[src/rtl/bcd_count_disp_if.sv]
// Control/status bundle for the BCD counter and its seven-segment scan outputs.
// Combinational wiring only: no latency and no backpressure (every strobe is consumed).
interface bcd_count_disp_if;
    logic        slow_clk;
    logic        en;
    logic        up;
    logic        load;
    logic [15:0] load_val;
    logic [15:0] count;
    logic        rollover;
    logic [3:0]  an;
    logic [6:0]  seg;

    modport master (
        output slow_clk, en, up, load, load_val,
        input  count, rollover, an, seg
    );

    modport slave (
        input  slow_clk, en, up, load, load_val,
        output count, rollover, an, seg
    );
endinterface

[src/rtl/bcd_count_disp.sv]
// bcd_count_disp: 4-digit BCD up/down counter driving a multiplexed common-anode display.
// Latency: count/rollover one cycle after a tick or load, an/seg one cycle after sel; no backpressure, every event is taken.
module bcd_count_disp #(
    parameter int REFRESH_BITS = 17
) (
    input  logic              clk,
    input  logic              reset,
    bcd_count_disp_if.slave   bus
);

    logic                    slow_q, slow_d;
    logic [15:0]             count_q, count_d;
    logic                    rollover_q, rollover_d;
    logic [REFRESH_BITS-1:0] refresh_q, refresh_d;
    logic [3:0]              an_q, an_d;
    logic [6:0]              seg_q, seg_d;

    logic        tick;
    logic [15:0] load_clean;
    logic [15:0] step_val;
    logic        step_wrap;
    logic        carry;
    logic [1:0]  sel;
    logic [3:0]  digit;
    logic [3:0]  blank;

    function automatic logic [6:0] seg7(input logic [3:0] d);
        case (d)
            4'd0:    seg7 = 7'b1000000;
            4'd1:    seg7 = 7'b1111001;
            4'd2:    seg7 = 7'b0100100;
            4'd3:    seg7 = 7'b0110000;
            4'd4:    seg7 = 7'b0011001;
            4'd5:    seg7 = 7'b0010010;
            4'd6:    seg7 = 7'b0000010;
            4'd7:    seg7 = 7'b1111000;
            4'd8:    seg7 = 7'b0000000;
            4'd9:    seg7 = 7'b0010000;
            default: seg7 = 7'b1111111;
        endcase
    endfunction

    assign slow_d = bus.slow_clk;
    assign tick   = bus.slow_clk & ~slow_q;

    always_comb begin
        load_clean = bus.load_val;
        for (int i = 0; i < 4; i++) begin
            if (bus.load_val[4*i +: 4] > 4'd9) begin
                load_clean[4*i +: 4] = 4'd0;
            end
        end
    end

    // Ripple carry/borrow; a carry out of digit 3 is the wrap condition.
    always_comb begin
        step_val = count_q;
        carry    = 1'b1;
        for (int i = 0; i < 4; i++) begin
            if (carry) begin
                if (bus.up) begin
                    if (count_q[4*i +: 4] == 4'd9) begin
                        step_val[4*i +: 4] = 4'd0;
                    end else begin
                        step_val[4*i +: 4] = count_q[4*i +: 4] + 4'd1;
                        carry              = 1'b0;
                    end
                end else begin
                    if (count_q[4*i +: 4] == 4'd0) begin
                        step_val[4*i +: 4] = 4'd9;
                    end else begin
                        step_val[4*i +: 4] = count_q[4*i +: 4] - 4'd1;
                        carry              = 1'b0;
                    end
                end
            end
        end
        step_wrap = carry;
    end

    always_comb begin
        count_d    = count_q;
        rollover_d = 1'b0;
        if (bus.load) begin
            count_d = load_clean;
        end else if (tick && bus.en) begin
            count_d    = step_val;
            rollover_d = step_wrap;
        end
    end

    assign blank[3] = (count_q[15:12] == 4'd0);
    assign blank[2] = blank[3] & (count_q[11:8] == 4'd0);
    assign blank[1] = blank[2] & (count_q[7:4]  == 4'd0);
    assign blank[0] = 1'b0;

    assign sel   = refresh_q[REFRESH_BITS-1 -: 2];
    assign digit = count_q[{sel, 2'b00} +: 4];

    // Anode and segments register from the same sel so they always change together.
    always_comb begin
        refresh_d = refresh_q + REFRESH_BITS'(1);
        an_d      = ~(4'b0001 << sel);
        seg_d     = blank[sel] ? 7'b1111111 : seg7(digit);
    end

    always_ff @(posedge clk) begin
        slow_q <= slow_d;
        if (!reset) begin
            count_q    <= 16'h0000;
            rollover_q <= 1'b0;
            refresh_q  <= '0;
            an_q       <= 4'b1111;
            seg_q      <= 7'b1111111;
        end else begin
            count_q    <= count_d;
            rollover_q <= rollover_d;
            refresh_q  <= refresh_d;
            an_q       <= an_d;
            seg_q      <= seg_d;
        end
    end

    assign bus.count    = count_q;
    assign bus.rollover = rollover_q;
    assign bus.an       = an_q;
    assign bus.seg      = seg_q;

endmodule

[src/flat_wrapper.sv]
// flat-port wrapper written by rule: the top's interface ports become plain ports
module bcd_count_disp_flat 
#(
    parameter int REFRESH_BITS = 17
)
  (clk, reset, bus_slow_clk, bus_en, bus_up, bus_load, bus_load_val, bus_count, bus_rollover, bus_an, bus_seg);
  bcd_count_disp_if bus_i ();
  input  logic clk;
  input  logic reset;
  input wire logic [$bits(bus_i.slow_clk)-1:0] bus_slow_clk;
  input wire logic [$bits(bus_i.en)-1:0] bus_en;
  input wire logic [$bits(bus_i.up)-1:0] bus_up;
  input wire logic [$bits(bus_i.load)-1:0] bus_load;
  input wire logic [$bits(bus_i.load_val)-1:0] bus_load_val;
  output wire logic [$bits(bus_i.count)-1:0] bus_count;
  output wire logic [$bits(bus_i.rollover)-1:0] bus_rollover;
  output wire logic [$bits(bus_i.an)-1:0] bus_an;
  output wire logic [$bits(bus_i.seg)-1:0] bus_seg;
  assign bus_i.slow_clk = bus_slow_clk;
  assign bus_i.en = bus_en;
  assign bus_i.up = bus_up;
  assign bus_i.load = bus_load;
  assign bus_i.load_val = bus_load_val;
  assign bus_count = bus_i.count;
  assign bus_rollover = bus_i.rollover;
  assign bus_an = bus_i.an;
  assign bus_seg = bus_i.seg;
  bcd_count_disp #(.REFRESH_BITS(REFRESH_BITS)) u_core (.clk(clk), .reset(reset), .bus(bus_i));
endmodule
[config.mk]
export PLATFORM = sky130hd
export DESIGN_NAME = bcd_count_disp_flat
export DESIGN_NICKNAME = d
export VERILOG_FILES = /design/src/rtl/bcd_count_disp_if.sv /design/src/rtl/bcd_count_disp.sv /design/src/flat_wrapper.sv
export SDC_FILE = /design/constraint.sdc
export NUM_CORES = 1
export LEC_CHECK = 0
export BUFFER_PORTS_ARGS = -buffer_cell sky130_fd_sc_hd__buf_2
export CAP_MARGIN = 20
export CORE_MARGIN = 2
export CORE_UTILIZATION = 51
export DETAILED_ROUTE_END_ITERATION = 8
export PLACE_DENSITY = 0.88
export RECOVER_POWER = 50
export SYNTH_ARGS = -nofsm -noshare
export SYNTH_HDL_FRONTEND = slang
export SYNTH_SLANG_ARGS = --single-unit
[constraint.sdc]
create_clock -name clk -period 1.75 [get_ports clk]
set_input_delay 0.35 -clock clk [delete_from_list [all_inputs] [get_ports clk]]
set_output_delay 0.35 -clock clk [all_outputs]
set_load 0.02 [all_outputs]
==> impl_metrics.py, run 1 <==
metrics = {
    "floorplanning": {
        "dieArea_um2": 6160,
        "die-height_um": 78.5,
        "initial_core_util": 0.521,
        "core_um2": 5440,
        "io_pins": 50,
        "rows": 27,
        "die_w_um": 78.5,
    },
    "timing": {
        "drv_slew": 0,
        "worstMarginPinSlew_ps": 772,
        "final-setup-viol-count": 0,
        "fin_crit_ps": 1720,
        "finalSetupTns_ps": 0,
        "hold_viol": 0,
        "max_slew_margin": 0.485,
        "timing.hold.ws_ps": 191,
        "setup_ws_ps": 33.3,
        "period_share": 0.981,
        "fin_skew_ps": 8.44,
        "fmax_mhz": 583,
    },
    "power": {
        "p_leak_nw": 1.34,
        "irDropWorstVdd_mv": 0.355,
        "p_sw_frac": 0.319,
        "switching_power_mw": 0.743,
        "combPwrFrac": 0.216,
        "seqPwrFrac": 0.487,
        "clockPowerShare": 0.297,
        "total_power_mw": 2.33,
        "p_int_mw": 1.59,
        "power_density_nw_per_um2": 686,
    },
    "logic_synthesis": {
        "synthCells": 350,
        "syn_nets": 378,
        "synth.area.top_cells": "dfxtp_1 (33%), o21ai_0 (5.5%), nor2_1 (5.0%)",
        "ys_async_sr_fraction": 0,
        "synth_flop_cell": "dfxtp_1",
        "synthMostInstantiatedCell": "dfxtp_1",
        "synth.distinct_cells": 61,
        "yosysTopAreaCell": "dfxtp_1",
        "synth_edf_count": 0,
        "netlist_top_cells_count": "dfxtp_1 (46), nor2_1 (38), o21ai_0 (31), a21oi_1 (19), nand2_1 (17)",
        "synth_warnings": 0,
        "synth_seq_cells": 46,
        "synth_area_um2": 2830,
        "syn_avg_cell_area_um2": 8.09,
        "synth_top_area_frac": 0.325,
        "yosysSeqAreaShare": 0.325,
    },
    "routing": {
        "drtIter0Drc": 220,
        "wl_per_cell_um": 14.9,
        "ant_nets": 0,
        "drt_wl_total_mm": 7.25,
        "drc": 0,
        "vias_per_cell": 5.81,
        "firstDrtPassIters": 5,
        "vias": 2824,
    },
    "placement": {
        "dp_slack_ps": -21.4,
        "dp_hpwl_mm": 5.03,
        "gp_congestion": 0.868,
        "place_inst": 476,
        "postPlaceCellArea_um2": 3270,
        "port_buffers": 49,
    },
    "cts": {
        "clock_sinks": 46,
        "cts-htree-levels": 2,
        "clk_latency_ps": 310,
        "cts_root_buf": "clkbuf_8",
        "cts_buffer_depth": 2,
        "cts_tree": "done",
        "clkTransAtPathRegs_ps": 100,
        "numCtsBuffers": 5,
    },
    "final_layout": {
        "nets": 441,
        "antennaDiodeCount": 0,
        "final_cells": 486,
        "postLayoutCoreUtil": 0.624,
        "fillerInstances": 458,
        "design_area_um2": 3400,
        "drive_gt1_frac": 0.222,
        "syn2layout_area_growth_pct": 19.9,
    },
    "worst_setup_path": {
        "reg2reg_depth": 5,
        "path_class": "register to register",
        "path_max_fanout": 7,
        "endpoint_kind": "register",
        "start_kind": "register",
        "cp_data_required_time_ps": 1990,
        "cp.arrival_ps": 1950,
    },
    "global_route": {
        "grt_pass1_wl_mm": 11.5,
        "grtUsageTotal": 0.233,
        "grt-ovfl-total": 0,
        "grt_pass1_vias": 2555,
        "grt_max_degree": 19,
        "grt_antenna_before_repair": 0,
    },
    "outcome": {
        "outcome": "finished clean",
    },
    "min_path": {
        "min_path_cells": 1,
        "hold_path.class": "primary input to register",
    },
    "flow_run": {
        "drv_cap": 0,
    },
}
[critical path: stages (launching register included)]
cell,delay [ps]
dfxtp_4,420
and3_4,210
o211ai_4,90
or3_1,400
or3_1,350
a31oi_1,180
[final timing paths]
path                            start  slack, ps                  end
setup / recovery  u_core.bus.count[3]         30  u_core.bus.count[5]
hold / removal           bus_slow_clk        190        u_core.slow_q
setup reg to reg  u_core.bus.count[3]         30  u_core.bus.count[5]
hold reg to reg   u_core.refresh_q[0]        450  u_core.refresh_q[0]
[power by group through the flow]
| stage | Sequential, mW | Combinational [mW] | Clock [mW] |
|---|---|---|---|
| floorplan | 1.19 | 0.290 | 0 |
| global placement | 1.15 | 0.480 | 0 |
| detailed placement | 1.16 | 0.493 | 0 |
| CTS | 1.13 | 0.498 | 0.698 |
| global route | 1.14 | 0.555 | 0.735 |
| finish | 1.13 | 0.503 | 0.691 |
[repair_timing]
| action | 4_1_cts | 5_1_grt |
|---|---|---|
| setup buffers | 0 | 1 |
| hold buffers | 0 | 0 |
| resized for setup | 0 | 10 |
| endpoints found under the setup margin | 0 | 12 |
[routing by layer]
layer  GRT usage  part of all wire
met5           0                 0
met4       0.104             0.027
met3      0.0402             0.057
met2       0.401              0.49
met1       0.284              0.43
[layout make-up]
cell class	instances	area (um2)	area share
inverter	13	48.8	0.0144
multi-input combinational	263	1750	0.516
clock inverter	3	25.0	0.00737
sequential	46	932	0.275
timing repair buffer	84	478	0.141
tap	72	90.1	0.0265
clock buffer	5	68.8	0.0203
[state kept, by name, summed over array words and instances (netlist names)]
| register | count |
|---|---|
| u_core.bus.an | 4 |
| u_core.bus.seg | 7 |
| u_core.bus.rollover | 1 |
| u_core.refresh_q | 17 |
| u_core.bus.count | 16 |
| u_core.slow_q | 1 |
[logic make-up (layout without fill, tap and decap cells)]
| kind of cell | after synthesis | in the layout | synth area share |
|---|---|---|---|
| multiplexers | 8 | 9 | 0.0473 |
| buffers and inverters | 42 | 105 | 0.0720 |
| AND/OR/NAND/NOR | 138 | 138 | 0.265 |
| flip-flops | 46 | 46 | 0.325 |
| adder cells (fa/ha/maj) | 6 | 6 | 0.0265 |
| AO/OA/AOI/OAI | 89 | 89 | 0.199 |
| XOR/XNOR | 21 | 21 | 0.0650 |
[cells in the final DEF, fill, tap and decap left out, drive strengths merged, types with 9 or more instances in the layout]
cell type / n
nor3: 11
xnor2: 11
dfxtp: 46
inv: 12
nor2: 39
buf: 64
o21ai: 31
nand2: 17
a21oi: 19
xor2: 10
clkbuf: 25
and3: 9
nand3: 16
No activity file was read; power rests on OpenSTA's default activity.
==> run 2, diff against run 1 <==
==> constraint.sdc (replaced) <==
create_clock -name clk -period 1.75 [get_ports clk]
set_input_delay 0.35 -clock clk [delete_from_list [all_inputs] [get_ports clk]]
set_output_delay 0.35 -clock clk [all_outputs]
set_load 0.01 [all_outputs]
==> run 2 against run 1 <==
  * Maximum frequency is 2.5% higher
  * Die area did not move
  * First-iteration DRC count decreased by 0.91%
  * Final area is 0.22% higher
  * Combinational power shrank 4%
  * Highest routed layer unchanged
  * Critical path type unchanged
  * Sequential power about the same
  * Core utilization grew 0.14 points
  * Setup slack better by 42 ps
  * Clock power shrank 3.5%
==> impl_metrics.py, run 2 (same netlist as run 1, synthesis figures left out) <==
metrics = {
    "outcome": {
        "outcome": "finished clean",
    },
    "final_layout": {
        "final_cells": 491,
        "regMostFlops": "u_core.refresh_q",
        "nets": 446,
        "final_cell_mix": "dfxtp_1 (41), nor2_1 (37), buf_4 (36)",
        "fillerInstances": 476,
        "final_common_cell": "dfxtp_1",
        "drive_gt1_frac": 0.241,
        "design_area_um2": 3400,
        "antennaDiodeCount": 0,
        "postLayoutCoreUtil": 0.626,
        "syn2layout_area_growth_pct": 20.2,
        "largest_register_ffs": 17,
    },
    "routing": {
        "wl_per_cell_um": 14.6,
        "vias_per_cell": 5.83,
        "vias": 2864,
        "drc": 0,
        "drt_wl_total_mm": 7.17,
        "firstDrtPassIters": 5,
        "ant_nets": 0,
        "drtIter0Drc": 218,
    },
    "timing": {
        "worstMarginPinSlew_ps": 816,
        "hold_viol": 0,
        "fmax_mhz": 597,
        "period_share": 0.957,
        "max_slew_margin": 0.456,
        "finalSetupTns_ps": 0,
        "final-setup-viol-count": 0,
        "fin_crit_ps": 1670,
        "fin_skew_ps": 5.72,
        "drv_slew": 0,
    },
    "cts": {
        "clock_sinks": 46,
        "cts_tree": "done",
        "clk_latency_ps": 310,
        "cts_root_buf": "clkbuf_8",
        "numCtsBuffers": 5,
        "cts-htree-levels": 2,
        "cts_buffer_depth": 2,
        "ctsHoldBuffers": 0,
        "clkTransAtPathRegs_ps": 90,
    },
    "global_route": {
        "grt_antenna_before_repair": 0,
        "grtUsageTotal": 0.236,
        "grt_pass1_vias": 2588,
        "grt-ovfl-total": 0,
        "grt_pass1_wl_mm": 11.7,
        "grt_max_degree": 20,
    },
    "floorplanning": {
        "initial_core_util": 0.521,
        "core_um2": 5440,
        "die-height_um": 78.5,
        "die_w_um": 78.5,
        "io_pins": 50,
        "dieArea_um2": 6160,
        "rows": 27,
    },
    "power": {
        "p_sw_frac": 0.306,
        "switching_power_mw": 0.700,
        "combPwrFrac": 0.212,
        "seqPwrFrac": 0.497,
        "p_int_mw": 1.59,
        "clockPowerShare": 0.292,
        "power_density_nw_per_um2": 672,
        "p_leak_nw": 1.36,
        "irDropWorstVdd_mv": 0.347,
    },
    "flow_run": {
        "drv_cap": 0,
    },
    "worst_setup_path": {
        "cp_data_required_time_ps": 1970,
        "start_kind": "register",
        "reg2reg_depth": 5,
        "r2r_start": "u_core.refresh_q[3]",
        "crit_path_start": "u_core.refresh_q[3]",
        "endpoint_kind": "register",
        "r2r-end": "u_core.refresh_q[15]",
        "path_max_fanout": 5,
        "cp-endpoint": "u_core.refresh_q[15]",
        "r2r_slack_ps": 80,
        "path_class": "register to register",
        "cp.arrival_ps": 1890,
    },
    "placement": {
        "port_buffers": 49,
        "gp_congestion": 0.832,
        "postPlaceCellArea_um2": 3310,
        "place_inst": 481,
        "dp_hpwl_mm": 5.16,
    },
    "min_path": {
        "hold_path.class": "primary input to register",
    },
}
==> run 2: cell count changes in the layout (fill, tap and decap cells not counted), sizes merged <==
cell | previous run | this run
clkinv | 3 | 4
buf | 64 | 70
mux4 | 5 | 4
inv | 12 | 11
==> run 2: worst min path at each step <==
stage | startpoint | end | depth (start not counted)
final | bus_slow_clk | u_core.slow_q | 1
after global routing | bus_slow_clk | u_core.slow_q | 1
after CTS | bus_slow_clk | u_core.slow_q | 1
after detailed placement | u_core.refresh_q[0] | u_core.refresh_q[0] | 1
after global placement | u_core.refresh_q[0] | u_core.refresh_q[0] | 1
after floorplan | bus_slow_clk | u_core.slow_q | 0
==> run 2: power by group through the flow <==
stage / sequential [mW] / combinational [mW] / clock, mW
3_5_place_dp: 1.16 / 0.474 / 0
2_1_floorplan: 1.16 / 0.288 / 0
4_1_cts: 1.13 / 0.478 / 0.679
6_report: 1.14 / 0.484 / 0.667
5_1_grt: 1.14 / 0.534 / 0.739
3_3_place_gp: 1.16 / 0.457 / 0
==> run 2: timing repair <==
| action | 4_1_cts | 5_1_grt |
|---|---|---|
| resized for setup | 3 | 12 |
| pin swaps | 0 | 0 |
| cloned | 0 | 0 |
| setup buffers | 0 | 2 |
| setup endpoints to repair | 7 | 9 |
==> run 2: per-stage QoR <==
step | worst slack [ps] | hold WS [ps] | power (mW)
floorplan | 1.59 | 378 | 1.45
global placement | 20.1 | 425 | 1.61
detailed placement | -71.7 | 442 | 1.63
CTS | 12.7 | 159 | 2.29
global route | -29.7 | 171 | 2.41
finish | 75.6 | 190 | 2.29
==> run 2: layout make-up <==
class                      count  area (um2)  area share
multi-input combinational    262        1730       0.507
sequential                    46         932       0.274
timing repair buffer          90         515       0.151
tap                           72        90.1      0.0265
clock buffer                   5        68.8      0.0202
inverter                      13        48.8      0.0143
clock inverter                 3        21.3     0.00625
==> run 2: worst max-delay path, stage by stage, from the launching register on <==
cell     delay (ps)
dfxtp_1         400
and4_1          220
and2_1          180
nand3_1         190
or3_1           390
a21oi_1         200
==> run 2: per-layer routing <==
layer  GRT usage  share of wire  up-vias
li1            -              -     1401
met1       0.290           0.43     1325
met2       0.392           0.49      113
met3      0.0460          0.059       25
met4       0.116          0.026        0
met5           0              0        -
==> run 3, diff against run 2 <==
--- a/config.mk
+++ b/config.mk
@@ -12,6 +12,7 @@
 export DETAILED_ROUTE_END_ITERATION = 8
 export PLACE_DENSITY = 0.88
 export RECOVER_POWER = 50
+export SETUP_SLACK_MARGIN = 0.1
 export SYNTH_ARGS = -nofsm -noshare
 export SYNTH_HDL_FRONTEND = slang
 export SYNTH_SLANG_ARGS = --single-unit
==> constraint.sdc (replaced) <==
create_clock -name clk -period 1.75 [get_ports clk]
set_input_delay 0.175 -clock clk [delete_from_list [all_inputs] [get_ports clk]]
set_output_delay 0.175 -clock clk [all_outputs]
set_load 0.01 [all_outputs]
==> run 3 against run 2 <==
  * Via count increased by 4.7%
  * Routed wire length increased by 12%
  * Combinational power increased by 11%
  * Setup slack got worse by 26 ps
  * Clock-buffer cell count increased by 1
  * Sequential power about the same
  * Flip-flop and latch count unchanged
  * Hold slack got worse by 47 ps
  * Non-clock buffer count increased by 4
  * Clock power decreased by 0.7%
  * Core utilization increased by 3.1 points
==> impl_metrics.py, run 3 (same netlist as run 1, synthesis figures left out) <==
metrics = {
    "power": {
        "p_sw_frac": 0.312,
        "seqPwrFrac": 0.488,
        "power_density_nw_per_um2": 654,
        "combPwrFrac": 0.229,
        "irDropWorstVdd_mv": 0.349,
        "p_leak_nw": 1.41,
        "clockPowerShare": 0.283,
        "p_int_mw": 1.61,
        "switching_power_mw": 0.730,
    },
    "global_route": {
        "grt_antenna_before_repair": 0,
        "grtUsageTotal": 0.242,
        "grt_pass1_vias": 2686,
        "grt_max_degree": 21,
        "grt_pass1_wl_mm": 12.0,
        "grt-ovfl-total": 0,
    },
    "final_layout": {
        "final_cell_mix": "dfxtp_1 (39), buf_4 (37), buf_2 (36)",
        "final_common_cell": "dfxtp_1",
        "regMostFlops": "u_core.refresh_q",
        "fillerInstances": 414,
        "postLayoutCoreUtil": 0.657,
        "largest_register_ffs": 17,
        "nets": 451,
        "antennaDiodeCount": 0,
        "design_area_um2": 3570,
        "syn2layout_area_growth_pct": 26.2,
        "drive_gt1_frac": 0.292,
    },
    "worst_setup_path": {
        "path_max_fanout": 4,
        "r2r_start": "u_core.refresh_q[15]",
        "slowest_delay_ps": 590,
        "critPathSlowestCell": "mux4_2",
        "endpoint_kind": "register",
        "path_class": "register to register",
        "start_kind": "register",
        "crit_buf_inv": 2,
        "crit_path_frequent_cell": "nor2_1",
        "r2r_slack_ps": 50,
        "cp.arrival_ps": 1930,
        "reg2reg_depth": 7,
        "crit_chain": "mux4_2, inv_2, ha_1, inv_1, nor2_1, nor2_1, o21ai_0",
        "cp_data_required_time_ps": 1980,
        "crit_family": "multiplexers",
        "r2r-end": "u_core.bus.seg[2]",
    },
    "timing": {
        "final-setup-viol-count": 0,
        "fin_crit_ps": 1700,
        "fmax_mhz": 588,
        "worstMarginPinSlew_ps": 503,
        "hold_viol": 0,
        "fin_skew_ps": 11.1,
        "max_slew_margin": 0.665,
        "drv_slew": 0,
        "period_share": 0.971,
        "rsz0062_at_grt": "yes",
    },
    "routing": {
        "drt_wl_total_mm": 8.02,
        "drtIter0Drc": 300,
        "vias": 3000,
        "firstDrtPassIters": 5,
        "drc": 0,
        "ant_nets": 0,
        "vias_per_cell": 6.05,
        "wl_per_cell_um": 16.2,
    },
    "floorplanning": {
        "core_um2": 5440,
        "die-height_um": 78.5,
        "dieArea_um2": 6160,
        "io_pins": 50,
        "rows": 27,
        "initial_core_util": 0.521,
        "die_w_um": 78.5,
    },
    "placement": {
        "postPlaceCellArea_um2": 3260,
        "dp_hpwl_mm": 5.09,
        "port_buffers": 49,
        "gp_congestion": 0.874,
    },
    "cts": {
        "cts-htree-levels": 2,
        "clkTransAtPathRegs_ps": 90,
        "clock_sinks": 46,
        "numCtsBuffers": 5,
        "cts_root_buf": "clkbuf_8",
        "clk_latency_ps": 310,
        "cts_buffer_depth": 2,
        "cts_tree": "done",
    },
    "min_path": {
        "hp-start": "bus_load_val[1]",
        "whs_endpoint": "u_core.bus.count[1]",
        "hold_path.class": "primary input to register",
        "min_path_cells": 3,
    },
    "flow_run": {
        "drv_cap": 0,
    },
    "outcome": {
        "outcome": "finished clean",
    },
}
-- run 3: worst reg2reg max path: stages (launching register included) --
cell	delay, ps
dfxtp_4	390
mux4_2	600
inv_2	130
ha_1	190
inv_1	50
nor2_1	100
nor2_1	50
o21ai_0	130
-- run 3: worst max path at each step --
| stage | from | end | slack, ps | depth (start not counted) |
|---|---|---|---|---|
| floorplan | u_core.slow_q | u_core.bus.count[5] | 70 | 6 |
| global placement | u_core.refresh_q[15] | u_core.bus.seg[3] | 60 | 6 |
| detailed placement | u_core.refresh_q[15] | u_core.bus.seg[1] | -30 | 5 |
| CTS | u_core.refresh_q[15] | u_core.bus.seg[1] | 30 | 5 |
| global route | u_core.refresh_q[15] | u_core.bus.seg[2] | 5 | 7 |
| finish | u_core.refresh_q[15] | u_core.bus.seg[2] | 50 | 7 |
-- run 3: layout make-up --
class,count,area (um2),share of cell area
multi-input cells,263,1860,0.521
flip-flops and latches,46,942,0.264
repair buffers,94,543,0.152
well taps,72,90.1,0.0252
clock buffers,6,72.6,0.0203
inverters,13,51.3,0.0144
clock inverters,2,13.8,0.00385
-- run 3: metrics by stage --
step           worst slack, ps  power, mW  hold WS [ps]  TNS [ps]  cells
6_report                  49.9       2.34           143         0    496
5_1_grt                   4.82       2.44           148         0    496
4_1_cts                   26.3       2.28           145         0    488
3_5_place_dp             -27.8       1.62           309     -38.5    474
3_3_place_gp              58.5       1.60           305         0    474
2_1_floorplan             71.6       1.46           203         0    350
-- run 3: power groups by stage --
stage	Combinational, mW	Clock (mW)	Sequential, mW
2_1_floorplan	0.296	0	1.16
3_3_place_gp	0.443	0	1.16
3_5_place_dp	0.457	0	1.16
4_1_cts	0.483	0.669	1.13
5_1_grt	0.583	0.713	1.14
6_report	0.536	0.662	1.14
-- run 3: timing repair --
action,CTS,global route
pin swaps,4,8
endpoints found under the setup margin,11,16
endpoints found under the hold margin,1,0
hold buffers,1,0
gates resized for setup,11,33
setup buffers,5,7
gates cloned,0,1
-- run 3: layer usage --
metal  GRT usage  wire length [um]  share of wire
met5           0                 0              0
met4      0.0877               346          0.043
met3      0.0448               525          0.065
met2       0.426              4040           0.50
met1       0.293              3110           0.39
